--- src/rtl/led_status_driver_if.sv ---
// LED status bus: calculator / PS/2 event pulses in, LED values and per-bit write strobes out.
// master = event source and LED-stage observer, slave = led_status_driver.
interface led_status_driver_if;
    localparam int unsigned LED_W = 8;
    localparam int unsigned OP_W  = 3;

    logic              key_valid;
    logic              op_valid;
    logic [OP_W-1:0]   op_code;
    logic              err_pulse;
    logic              ovf_pulse;
    logic              flag_clr;
    logic              ram_we;
    logic              ram_re;
    logic [LED_W-1:0]  led_input;
    logic [LED_W-1:0]  leds_sel;
    logic              ram_led;

    modport master (
        output key_valid, op_valid, op_code, err_pulse, ovf_pulse, flag_clr, ram_we, ram_re,
        input  led_input, leds_sel, ram_led
    );

    modport slave (
        input  key_valid, op_valid, op_code, err_pulse, ovf_pulse, flag_clr, ram_we, ram_re,
        output led_input, leds_sel, ram_led
    );
endinterface

--- src/rtl/led_status_driver.sv ---
// led_status_driver: turns one-cycle event pulses into stable LED levels (stretched activity,
// sticky error/overflow flags, error blink, operator code, heartbeat) and emits per-bit write
// strobes for the downstream LED register stage, which has no reset of its own.
// Optional feature macro: LED_HEARTBEAT_EN (defined: heartbeat on LED 7; undefined: LED 7 tied low).
module led_status_driver #(
    parameter int unsigned HB_DIV    = 50000000,
    parameter int unsigned BLINK_DIV = 12500000,
    parameter int unsigned STRETCH   = 10000000,
    parameter int unsigned CW        = 26
) (
    input  logic               clk,
    input  logic               reset,
    led_status_driver_if.slave bus
);
    localparam int unsigned LED_W = 8;
    localparam int unsigned OP_W  = 3;

    // Elaboration guard: every counter must be able to hold its terminal value.
    if ((CW < 32) && ((HB_DIV > (32'd1 << CW)) || (BLINK_DIV > (32'd1 << CW)) ||
                      (STRETCH >= (32'd1 << CW)))) begin : g_cw_check
        $error("led_status_driver: CW too narrow for HB_DIV/BLINK_DIV/STRETCH");
    end

    logic [CW-1:0]    blink_cnt;
    logic [CW-1:0]    key_cnt;
    logic [CW-1:0]    ram_cnt;
    logic             err_f;
    logic             ovf_f;
    logic             ph;
    logic             init;
    logic [OP_W-1:0]  op_r;
    logic             hb_c;
    logic [LED_W-1:0] vis_c;

`ifdef LED_HEARTBEAT_EN
    logic [CW-1:0] hb_cnt;
    logic          hb;

    // Heartbeat divider: toggle hb every HB_DIV cycles.
    always_ff @(posedge clk or negedge reset) begin
        if (!reset) begin
            hb_cnt <= '0;
            hb     <= 1'b0;
        end else if (hb_cnt == CW'(HB_DIV - 1)) begin
            hb_cnt <= '0;
            hb     <= ~hb;
        end else begin
            hb_cnt <= hb_cnt + CW'(1);
        end
    end

    assign hb_c = hb;
`else
    assign hb_c = 1'b0;
`endif

    // Sticky flags; a set pulse wins over a simultaneous clear.
    always_ff @(posedge clk or negedge reset) begin
        if (!reset) begin
            err_f <= 1'b0;
            ovf_f <= 1'b0;
        end else begin
            if (bus.err_pulse)     err_f <= 1'b1;
            else if (bus.flag_clr) err_f <= 1'b0;
            if (bus.ovf_pulse)     ovf_f <= 1'b1;
            else if (bus.flag_clr) ovf_f <= 1'b0;
        end
    end

    // Error blink; idles in the lit phase so a fresh error shows immediately.
    always_ff @(posedge clk or negedge reset) begin
        if (!reset) begin
            blink_cnt <= '0;
            ph        <= 1'b1;
        end else if (!err_f) begin
            blink_cnt <= '0;
            ph        <= 1'b1;
        end else if (blink_cnt == CW'(BLINK_DIV - 1)) begin
            blink_cnt <= '0;
            ph        <= ~ph;
        end else begin
            blink_cnt <= blink_cnt + CW'(1);
        end
    end

    // Activity stretchers: reload on a pulse, otherwise count down and hold at zero.
    always_ff @(posedge clk or negedge reset) begin
        if (!reset) begin
            key_cnt <= '0;
            ram_cnt <= '0;
        end else begin
            if (bus.key_valid)      key_cnt <= CW'(STRETCH);
            else if (key_cnt != '0) key_cnt <= key_cnt - CW'(1);
            if (bus.ram_we || bus.ram_re) ram_cnt <= CW'(STRETCH);
            else if (ram_cnt != '0)       ram_cnt <= ram_cnt - CW'(1);
        end
    end

    // Operator code capture.
    always_ff @(posedge clk or negedge reset) begin
        if (!reset)            op_r <= '0;
        else if (bus.op_valid) op_r <= bus.op_code;
    end

    // Visible LED vector.
    always_comb begin
        vis_c      = '0;
        vis_c[7]   = hb_c;
        vis_c[6]   = err_f & ph;
        vis_c[5]   = ovf_f;
        vis_c[4]   = (key_cnt != '0);
        vis_c[3:1] = op_r;
        vis_c[0]   = (ram_cnt != '0);
    end

    // Output stage: strobe changed bits, and every bit once after reset to refresh the LED stage.
    always_ff @(posedge clk or negedge reset) begin
        if (!reset) begin
            bus.led_input <= '0;
            bus.leds_sel  <= '0;
            bus.ram_led   <= 1'b0;
            init          <= 1'b1;
        end else begin
            bus.led_input <= vis_c;
            bus.ram_led   <= vis_c[0];
            bus.leds_sel  <= (vis_c ^ bus.led_input) | {LED_W{init}};
            init          <= 1'b0;
        end
    end
endmodule

--- src/flat_wrapper.sv ---
// flat-port wrapper written by rule: the top's interface ports become plain ports
module led_status_driver_flat 
#(
    parameter int unsigned HB_DIV    = 50000000,
    parameter int unsigned BLINK_DIV = 12500000,
    parameter int unsigned STRETCH   = 10000000,
    parameter int unsigned CW        = 26
)
  (clk, reset, bus_key_valid, bus_op_valid, bus_op_code, bus_err_pulse, bus_ovf_pulse, bus_flag_clr, bus_ram_we, bus_ram_re, bus_led_input, bus_leds_sel, bus_ram_led);
  led_status_driver_if bus_i ();
  input  logic clk;
  input  logic reset;
  input wire logic [$bits(bus_i.key_valid)-1:0] bus_key_valid;
  input wire logic [$bits(bus_i.op_valid)-1:0] bus_op_valid;
  input wire logic [$bits(bus_i.op_code)-1:0] bus_op_code;
  input wire logic [$bits(bus_i.err_pulse)-1:0] bus_err_pulse;
  input wire logic [$bits(bus_i.ovf_pulse)-1:0] bus_ovf_pulse;
  input wire logic [$bits(bus_i.flag_clr)-1:0] bus_flag_clr;
  input wire logic [$bits(bus_i.ram_we)-1:0] bus_ram_we;
  input wire logic [$bits(bus_i.ram_re)-1:0] bus_ram_re;
  output wire logic [$bits(bus_i.led_input)-1:0] bus_led_input;
  output wire logic [$bits(bus_i.leds_sel)-1:0] bus_leds_sel;
  output wire logic [$bits(bus_i.ram_led)-1:0] bus_ram_led;
  assign bus_i.key_valid = bus_key_valid;
  assign bus_i.op_valid = bus_op_valid;
  assign bus_i.op_code = bus_op_code;
  assign bus_i.err_pulse = bus_err_pulse;
  assign bus_i.ovf_pulse = bus_ovf_pulse;
  assign bus_i.flag_clr = bus_flag_clr;
  assign bus_i.ram_we = bus_ram_we;
  assign bus_i.ram_re = bus_ram_re;
  assign bus_led_input = bus_i.led_input;
  assign bus_leds_sel = bus_i.leds_sel;
  assign bus_ram_led = bus_i.ram_led;
  led_status_driver #(.HB_DIV(HB_DIV), .BLINK_DIV(BLINK_DIV), .STRETCH(STRETCH), .CW(CW)) u_core (.clk(clk), .reset(reset), .bus(bus_i));
endmodule
--- config.mk ---
export PLATFORM = sky130hd
export DESIGN_NAME = led_status_driver_flat
export DESIGN_NICKNAME = d
export VERILOG_FILES = /design/src/rtl/led_status_driver_if.sv /design/src/rtl/led_status_driver.sv /design/src/flat_wrapper.sv
export SDC_FILE = /design/constraint.sdc
export NUM_CORES = 1
export LEC_CHECK = 0
export ABC_AREA = 1
export BUFFER_PORTS_ARGS = -buffer_cell sky130_fd_sc_hd__buf_2
export CAP_MARGIN = 10
export CORE_MARGIN = 2
export CORE_UTILIZATION = 40
export CTS_BUF_LIST = sky130_fd_sc_hd__clkbuf_8
export CTS_CLUSTER_SIZE = 16
export DETAILED_ROUTE_END_ITERATION = 12
export GPL_TIMING_DRIVEN = 0
export PLACE_DENSITY = 0.58
export SLEW_MARGIN = 10
export SYNTH_ARGS = -nofsm -noshare
export SYNTH_HDL_FRONTEND = slang
export SYNTH_SLANG_ARGS = --single-unit
--- constraint.sdc ---
create_clock -name clk -period 1.9 [get_ports clk]
set_input_delay 0.38 -clock clk [delete_from_list [all_inputs] [get_ports clk]]
set_output_delay 0.38 -clock clk [all_outputs]
set_load 0.01 [all_outputs]
==> results.py, run 1 <==
metrics = {
    "worst_setup_path": {
        "r2r_start": "u_core.key_cnt[0]",
        "required_ps": 2160,
        "crit_chain": "inv_1 > ha_2 > nand2_2 > nor2_4 > nand2_1 > nor2_1 > nand2_1 > nand2_1 > nand3_1",
        "crit_slowest_cell": "dfrtp_1",
        "crit_arrival_ps": 1970,
        "end_kind": "flop",
        "critPathMaxStageDelay_ps": 390,
        "startpoint": "u_core.key_cnt[0]",
        "reg2regPathDepth": 9,
        "start_kind": "flop",
        "timing.rr.end": "u_core.key_cnt[20]",
        "critPathMaxFanout": 6,
        "path_class": "reg2reg",
        "timing.critical_path.mode_cell": "nand2_1",
        "reg2reg_slack_ps": 190,
    },
    "synthesis": {
        "avgSynthCellArea_sq_um": 7.16,
        "synth.top_cell.area_share_pct": 42.1,
        "synth_top_cell_by_area": "dfrtp_1",
        "synth.distinct_cells": 34,
        "yosysMostFrequentCell": "nand2_1",
        "synth-seq-cells": 100,
        "synth.cell_area_sq_um": 5830,
        "ys_async_sr_fraction_pct": 100,
        "synthTopCellsByCount": "nand2_1 (204), nor2_1 (171), inv_1 (106), dfrtp_1 (98), nand3_1 (75)",
        "synthFlopType": "dfrtp_1",
        "synth_edf_count": 0,
        "ys_seq_area_share_pct": 43.0,
        "synth_cells": 814,
        "yosys_warnings": 0,
        "synthTopCellsByArea": "dfrtp_1 (42%), nand2_1 (13%), nor2_1 (11%)",
    },
    "die": {
        "ios": 29,
        "dieArea_sq_um": 15600,
        "core_area_sq_um": 14400,
        "initial_utilization_pct": 40.6,
        "die_h_um": 125,
        "core.rowCount": 44,
        "die_w_um": 125,
    },
    "sta": {
        "post-route-min-period_ps": 1710,
        "slew_headroom_pct": 63.4,
        "fin_crit_sh_pct": 89.8,
        "worst-slew-pin-transition_ps": 549,
        "rsz0062_at_grt": "no",
        "fin_setup_tns_ps": 0,
        "setup_ws_ps": 195,
        "final-hold-violation-count": 0,
        "skew_ps": 14.1,
        "setup-violations-final": 0,
        "max_clock_freq_mhz": 586,
        "finalMaxSlewViolations": 0,
        "hold_ws_ps": 189,
    },
    "power_and_ir_drop": {
        "seq_power_share_pct": 54.1,
        "ir_drop_mv": 0.433,
        "p_sw_mw": 1.33,
        "internal_power_mw": 2.97,
        "p_total_mw": 4.30,
        "p_leak_nw": 3.11,
        "power.density_nw_per_um2": 667,
        "p_comb_share_pct": 15.2,
        "switching_share_pct": 30.9,
        "clkPwrFrac_pct": 30.7,
    },
    "detailed_routing": {
        "antenna_left": 0,
        "drt_iter0_markers": 325,
        "top_layer": "met4",
        "wl_met1_um": 6340,
        "vias_per_cell": 4.71,
        "vias": 4914,
        "drc_errors": 0,
        "avgRoutedWirePerCell_um": 12.3,
        "routed-wl-met3_um": 393,
        "route.met2.wl_um": 6050,
        "firstDrtPassIters": 5,
        "routed_wl_um": 12900,
    },
    "grt": {
        "grt_pass1_wl_um": 22600,
        "grt_pass1_vias": 4722,
        "overflow": 0,
        "grt_usage_pct": 17.8,
        "grt_antenna_before_repair": 0,
        "grt_max_degree": 59,
    },
    "clock_tree": {
        "cts_buffers": 9,
        "insertion_delay_ps": 380,
        "clock_sinks": 100,
        "clk_pin_slew_ps": 100,
        "cts_max_level": 3,
        "post-cts-setup-buffers": 0,
        "cts_tree": "done",
        "cts_max_path_buffers": 2,
        "root_buffer": "clkbuf_8",
    },
    "hold_path": {
        "worstHoldStart": "bus_flag_clr",
        "min_delay_path_depth": 2,
        "min_to": "u_core.ovf_f",
        "hold_path_class": "in2reg",
    },
    "final_layout": {
        "fin_util_pct": 44.9,
        "fin_cells": 1044,
        "synthToLayoutAreaGrowth_pct": 10.7,
        "nFillCells": 1441,
        "final_layout_size_suffix_gt1_share_pct": 11.5,
        "final_area_sq_um": 6450,
        "final_nets": 872,
        "diodes": 0,
    },
    "place": {
        "dpl-instance-area_sq_um": 6230,
        "numPortBuffers": 27,
        "dp_cells": 1027,
        "dp_hpwl_um": 9630,
        "gp_congestion": 0.858,
        "post-place-ws_ps": 88.6,
    },
    "status": {
        "status": "completed",
    },
    "job": {
        "cap_violations": 0,
    },
}
==> per-layer routing <==
layer | up-vias | GRT usage (%)
met2 | 56 | 29.2
li1 | 2633 | -
met4 | 0 | 5.49
met1 | 2217 | 23.8
met5 | - | 0
met3 | 8 | 3.48
==> logic make-up (layout without fill, tap and decap cells) <==
logic type / after synthesis / after routing / share of synthesized area, %
simple gates: 533 / 533 / 41.5
buf+inv: 120 / 165 / 8.01
flops: 100 / 100 / 43.0
compound gates: 36 / 36 / 3.54
xor+xnor: 19 / 19 / 2.85
fa+ha+maj: 5 / 5 / 1.07
other cells: 1 / 2 / 0.0643
==> what timing repair did <==
item / CTS / global route
endpoints found under the setup margin: 0 / 11
hold endpoints to repair: 40 / 0
hold buffers: 1 / 0
resized for setup: 0 / 6
==> final cells by class <==
class                      count  area, sq um  share of cell area, %
multi-input combinational    595         2880                   44.7
sequential                   100         2500                   38.8
inverter                     110          413                   6.40
tap                          184          230                   3.57
timing repair buffer          29          179                   2.77
clock buffer                  10          138                   2.13
buffer                        10         53.8                  0.834
clock inverter                 6         48.8                  0.756
==> critical path, delay by kind of cell (launching register included) <==
kind / cells / cell delay (ps)
buffers and inverters: 1 / 160
flip-flops: 1 / 390
adder cells (fa/ha/maj): 1 / 290
AND/OR/NAND/NOR: 7 / 750
==> flip-flops by register name (all words and copies together) (netlist names) <==
register,count
u_core.blink_cnt,26
u_core.bus.leds_sel,8
u_core.ph,1
u_core.err_f,1
u_core.op_r,3
u_core.key_cnt,26
u_core.ram_cnt,26
u_core.init,1
u_core.bus.led_input,7
u_core.ovf_f,1
==> worst max-delay path by stage <==
stage                            to  slack (ps)  cells past startpoint
2_1_floorplan    u_core.key_cnt[20]         380                      9
3_3_place_gp   u_core.blink_cnt[25]        -740                      1
3_5_place_dp     u_core.key_cnt[20]          90                      9
4_1_cts          u_core.key_cnt[20]          70                      9
5_1_grt                   u_core.ph          60                      9
6_report         u_core.key_cnt[20]         190                      9
==> power by group through the flow <==
stage | combinational (mW) | clock [mW] | sequential (mW)
2_1_floorplan | 0.447 | 0 | 2.37
3_3_place_gp | 0.647 | 0 | 2.37
3_5_place_dp | 0.659 | 0 | 2.37
4_1_cts | 0.665 | 1.38 | 2.33
5_1_grt | 0.760 | 1.47 | 2.35
6_report | 0.655 | 1.32 | 2.33
==> cells in the final DEF (no fill, tap or decap), types with 3 or more instances in the layout <==
cell type	n
clkbuf_8	10
clkinvlp_4	3
nand3_1	75
buf_4	4
a21o_1	3
inv_2	4
o21bai_1	5
nand2_2	5
nor2_4	11
clkbuf_1	5
dfrtp_1	98
inv_1	105
buf_2	27
nor3_1	11
xor2_1	14
nor2_1	169
o21ai_0	14
xnor2_1	5
a21oi_1	12
ha_1	4
nor2_2	16
nand3b_1	9
nand2_1	204
nand4_1	22
Power figures use the tool's default switching activity.
==> run 2, diff against run 1 <==
==> constraint.sdc (replaced) <==
create_clock -name clk -period 2 [get_ports clk]
set_input_delay 0.4 -clock clk [delete_from_list [all_inputs] [get_ports clk]]
set_output_delay 0.4 -clock clk [all_outputs]
set_load 0.01 [all_outputs]
==> results.py, run 2 (synthesis results as in run 1) <==
metrics = {
    "status": {
        "status": "completed",
    },
    "detailed_routing": {
        "antenna_left": 0,
        "drc_errors": 0,
        "routed_wl_um": 12900,
        "vias": 4968,
        "firstDrtPassIters": 6,
        "vias_per_cell": 4.76,
        "avgRoutedWirePerCell_um": 12.4,
        "drt_iter0_markers": 295,
    },
    "worst_setup_path": {
        "path_buf_inv": 2,
        "path_delay_family": "simple AND/OR/NAND/NOR gates",
        "crit_slowest_cell": "dfrtp_1",
        "required_ps": 2270,
        "crit_chain": "inv_1 > ha_1 > buf_2 > nand2_1 > nor2_1 > nand3_1 > nand2_1 > nand2_1 > nand2_1 > nor2_1",
        "critPathMaxStageDelay_ps": 380,
        "critPathMaxFanout": 8,
        "crit_arrival_ps": 2070,
        "start_kind": "flop",
        "end_kind": "flop",
        "path_class": "reg2reg",
        "timing.critical_path.mode_cell": "nand2_1",
    },
    "die": {
        "initial_utilization_pct": 40.6,
        "ios": 29,
        "dieArea_sq_um": 15600,
        "core.rowCount": 44,
        "die_h_um": 125,
        "core_area_sq_um": 14400,
        "die_w_um": 125,
    },
    "grt": {
        "overflow": 0,
        "busiest_layer": "met2",
        "grt_use_met1_pct": 23.8,
        "grt_pass1_vias": 4722,
        "grt_util_met2_pct": 29.2,
        "grt_antenna_before_repair": 0,
        "grt_pass1_wl_um": 22600,
        "grt_max_degree": 59,
        "grtUsageMet3_pct": 3.48,
        "grt_usage_pct": 17.8,
    },
    "final_layout": {
        "diodes": 0,
        "multi_input_area_sq_um": 2870,
        "synthToLayoutAreaGrowth_pct": 10.5,
        "final_area_sq_um": 6440,
        "nFillCells": 1446,
        "top_regs": "u_core.blink_cnt: 26 flops, u_core.key_cnt: 26 flops, u_core.ram_cnt: 26 flops",
        "layout_commonest_cell": "nand2_1",
        "fin_util_pct": 44.8,
        "final_nets": 872,
        "seq_area_sq_um": 2500,
        "final_cell_mix": "nand2_1 (204), nor2_1 (170), inv_1 (106)",
        "final_layout_size_suffix_gt1_share_pct": 11.2,
    },
    "power_and_ir_drop": {
        "p_leak_nw": 3.11,
        "p_sw_mw": 1.27,
        "ir_drop_mv": 0.411,
        "clkPwrFrac_pct": 30.8,
        "p_total_mw": 4.09,
        "switching_share_pct": 30.9,
        "p_comb_share_pct": 15.1,
        "internal_power_mw": 2.82,
        "power.density_nw_per_um2": 635,
        "seq_power_share_pct": 54.1,
    },
    "hold_path": {
        "hold_path_class": "in2reg",
    },
    "place": {
        "dpl-instance-area_sq_um": 6230,
        "gp_congestion": 0.858,
        "numPortBuffers": 27,
        "dp_hpwl_um": 9630,
    },
    "clock_tree": {
        "clk_pin_slew_ps": 110,
        "cts_buffers": 9,
        "root_buffer": "clkbuf_8",
        "insertion_delay_ps": 390,
        "post-cts-setup-buffers": 0,
        "cts_max_path_buffers": 2,
        "cts_max_level": 3,
        "cts_tree": "done",
        "clock_sinks": 100,
    },
    "job": {
        "cap_violations": 0,
    },
    "sta": {
        "finalMaxSlewViolations": 0,
        "rsz0062_at_grt": "no",
        "skew_ps": 13.8,
        "max_clock_freq_mhz": 556,
        "post-route-min-period_ps": 1800,
        "slew_headroom_pct": 63.8,
        "setup-violations-final": 0,
        "fin_crit_sh_pct": 90.0,
        "final-hold-violation-count": 0,
        "worst-slew-pin-transition_ps": 542,
        "fin_setup_tns_ps": 0,
    },
}
==> run 2: cell count changes in the layout (fill, tap and decap cells not counted) <==
cell / change
nor2_1: +1
a21oi_4: -1
inv_2: -1
nor2_2: -1
ha_1: +1
ha_2: -1
a21oi_2: +1
inv_1: +1
==> run 2: final cells by class <==
type | count | share of cell area [%]
Inverter | 110 | 6.41
Sequential cell | 100 | 38.9
Multi-Input combinational cell | 595 | 44.6
Clock buffer | 10 | 2.14
Clock inverter | 6 | 0.758
Tap cell | 184 | 3.58
Buffer | 10 | 0.836
Timing Repair Buffer | 29 | 2.78
==> run 2: what timing repair did <==
item                       in CTS  in global routing
hold endpoints to repair       40                  0
hold buffers                    1                  0
resized for setup               0                  2
setup endpoints to repair       0                  2
==> run 2: power by group through the flow <==
stage / Clock [mW] / Combinational, mW / Sequential (mW)
floorplan: 0 / 0.425 / 2.25
global placement: 0 / 0.615 / 2.25
detailed placement: 0 / 0.626 / 2.25
CTS: 1.31 / 0.632 / 2.21
global route: 1.40 / 0.719 / 2.23
finish: 1.26 / 0.618 / 2.21
==> run 2: stage by stage <==
stage / instances / hold slack, ps / setup slack [ps]
after floorplan: 815 / 104 / 480
final: 1044 / 206 / 201
after CTS: 1044 / 186 / 171
after global placement: 1026 / 355 / -663
after detailed placement: 1027 / 351 / 189
after global routing: 1044 / 194 / 31.6
==> run 2: worst paths after layout <==
| path | from | to | slack (ps) | depth (start not counted) |
|---|---|---|---|---|
| worst max-delay path | u_core.ram_cnt[0] | u_core.ram_cnt[24] | 200 | 10 |
| worst min-delay path | bus_flag_clr | u_core.err_f | 210 | 2 |
| worst max register to register | u_core.ram_cnt[0] | u_core.ram_cnt[24] | 200 | 10 |
| worst min register to register | u_core.op_r[0] | u_core.bus.led_input[1] | 380 | 0 |
| max in group asynchronous | reset | u_core.blink_cnt[17] | 900 | 3 |
| min in group asynchronous | reset | u_core.key_cnt[2] | 490 | 2 |
==> run 2: routing by layer <==
layer | wire [um] | share of wire [%] | vias up
li1 | - | - | 2627
met1 | 6360 | 49 | 2256
met2 | 6010 | 47 | 70
met3 | 385 | 3.0 | 15
met4 | 165 | 1.3 | 0
met5 | 0 | 0 | -
==> run 3, diff against run 2 <==
--- a/config.mk
+++ b/config.mk
@@ -10,7 +10,7 @@
 export CAP_MARGIN = 10
 export CORE_MARGIN = 2
 export CORE_UTILIZATION = 40
-export CTS_BUF_LIST = sky130_fd_sc_hd__clkbuf_8
+export CTS_BUF_LIST = sky130_fd_sc_hd__clkbuf_2
 export CTS_CLUSTER_SIZE = 16
 export DETAILED_ROUTE_END_ITERATION = 12
 export GPL_TIMING_DRIVEN = 0
==> results.py, run 3 (synthesis results as in run 1) <==
metrics = {
    "worst_setup_path": {
        "critPathMaxStageDelay_ps": 440,
        "path_class": "reg2reg",
        "critPathMaxFanout": 8,
        "path_buf_inv": 2,
        "end_kind": "flop",
        "crit_slowest_cell": "dfrtp_1",
        "path_delay_family": "simple AND/OR/NAND/NOR gates",
        "start_kind": "flop",
        "required_ps": 2510,
        "timing.critical_path.mode_cell": "nand2_1",
        "crit_chain": "inv_1 > ha_1 > buf_2 > nand2_1 > nor2_1 > nand3_1 > nand2_1 > nand2_1 > nand2_1 > nor2_1",
        "crit_arrival_ps": 2330,
    },
    "sta": {
        "final-hold-violation-count": 0,
        "rsz0062_at_grt": "no",
        "skew_ps": 36.4,
        "post-route-min-period_ps": 1810,
        "fin_setup_tns_ps": 0,
        "fin_crit_sh_pct": 90.7,
        "slew_headroom_pct": 64.6,
        "setup_ws_ps": 186,
        "setup-violations-final": 0,
        "finalMaxSlewViolations": 0,
        "max_clock_freq_mhz": 551,
        "worst-slew-pin-transition_ps": 531,
    },
    "place": {
        "gp_congestion": 0.858,
        "post-place-ws_ps": 189,
        "numPortBuffers": 27,
        "dpl-instance-area_sq_um": 6230,
        "dp_hpwl_um": 9630,
    },
    "clock_tree": {
        "clock_sinks": 100,
        "insertion_delay_ps": 620,
        "cts_buffers": 9,
        "clk_pin_slew_ps": 260,
        "cts_tree": "done",
        "cts_max_path_buffers": 2,
        "post-cts-setup-buffers": 0,
        "cts_max_level": 3,
        "root_buffer": "clkbuf_2",
    },
    "die": {
        "ios": 29,
        "core.rowCount": 44,
        "die_w_um": 125,
        "initial_utilization_pct": 40.6,
        "core_area_sq_um": 14400,
        "dieArea_sq_um": 15600,
        "die_h_um": 125,
    },
    "detailed_routing": {
        "routed_wl_um": 13000,
        "vias": 4991,
        "drc_errors": 0,
        "avgRoutedWirePerCell_um": 12.3,
        "vias_per_cell": 4.72,
        "firstDrtPassIters": 5,
        "drt_iter0_markers": 326,
        "antenna_left": 0,
    },
    "status": {
        "status": "completed",
    },
    "final_layout": {
        "final_cell_mix": "nand2_1 (204), nor2_1 (170), inv_1 (106)",
        "final_layout_size_suffix_gt1_share_pct": 10.9,
        "nFillCells": 1448,
        "layout_commonest_cell": "nand2_1",
        "top_regs": "u_core.blink_cnt: 26 flops, u_core.key_cnt: 26 flops, u_core.ram_cnt: 26 flops",
        "synthToLayoutAreaGrowth_pct": 11.0,
        "final_nets": 884,
        "final_area_sq_um": 6470,
    },
    "job": {
        "cap_violations": 0,
    },
    "power_and_ir_drop": {
        "p_sw_mw": 1.24,
        "internal_power_mw": 2.52,
        "p_comb_share_pct": 17.0,
        "power.density_nw_per_um2": 581,
        "p_leak_nw": 3.13,
        "clkPwrFrac_pct": 24.0,
        "seq_power_share_pct": 59.0,
        "ir_drop_mv": 0.404,
        "switching_share_pct": 33.0,
    },
    "grt": {
        "grt_max_degree": 59,
        "grt_antenna_before_repair": 1,
        "overflow": 0,
        "grt_pass1_vias": 4753,
        "grt_usage_pct": 17.9,
        "grt_pass1_wl_um": 22800,
    },
    "hold_path": {
        "hold_path_class": "in2reg",
    },
}
-- run 3: stage by stage --
stage / power [mW] / utilization (%) / hold slack (ps) / std cells
finish: 3.76 / 45.0 / 74.9 / 1057
global route: 4.01 / 45.0 / 21.1 / 1057
detailed placement: 2.88 / 43.4 / 351 / 1027
floorplan: 2.68 / - / 104 / 815
CTS: 3.83 / 45.0 / 6.73 / 1056
global placement: 2.87 / 43.1 / 355 / 1026
-- run 3: cell type report --
cell class | count | area (sq um) | area share, %
inverter | 110 | 413 | 6.38
multi-input combinational | 595 | 2870 | 44.4
clock inverter | 7 | 52.6 | 0.812
antenna | 1 | 2.50 | 0.0387
sequential | 100 | 2500 | 38.7
buffer | 10 | 53.8 | 0.831
clock buffer | 9 | 45.0 | 0.696
timing repair buffer | 41 | 299 | 4.62
tap | 184 | 230 | 3.56
-- run 3: timing repair --
action | 4_1_cts | 5_1_grt
resized for setup | 0 | 2
endpoints found under the hold margin | 47 | 0
hold buffers | 13 | 0
setup endpoints to repair | 0 | 2
-- run 3: per-layer routing --
metal / global-route usage, % / share of wire [%] / up-vias
li1: - / - / 2654
met4: 4.89 / 1.1 / 0
met1: 23.9 / 50 / 2268
met2: 29.4 / 46 / 58
met5: 0 / 0 / -
met3: 3.74 / 3.1 / 11
-- run 3: worst paths after layout --
kind	startpoint	end	slack (ps)	cells after the start
worst min register to register	u_core.op_r[0]	u_core.bus.led_input[1]	410	0
max in group asynchronous	reset	u_core.blink_cnt[17]	1150	3
worst max-delay path	u_core.ram_cnt[0]	u_core.ram_cnt[24]	190	10
min in group asynchronous	reset	u_core.key_cnt[2]	220	2
worst min-delay path	bus_ram_we	u_core.ram_cnt[8]	70	4
worst max register to register	u_core.ram_cnt[0]	u_core.ram_cnt[24]	190	10
-- run 3: power groups by stage --
stage | clock network, mW | registers [mW] | logic, mW
floorplan | 0 | 2.25 | 0.425
global placement | 0 | 2.25 | 0.615
detailed placement | 0 | 2.25 | 0.626
CTS | 0.956 | 2.22 | 0.653
global route | 1.03 | 2.24 | 0.744
finish | 0.902 | 2.22 | 0.640
-- run 3: worst reg2reg max path: cells and delay by family, from the launching register on --
kind / cells / cell delay, ps
buffers and inverters: 2 / 350
DFF: 1 / 440
adders and majority gates: 1 / 170
and+or+nand+nor: 7 / 790
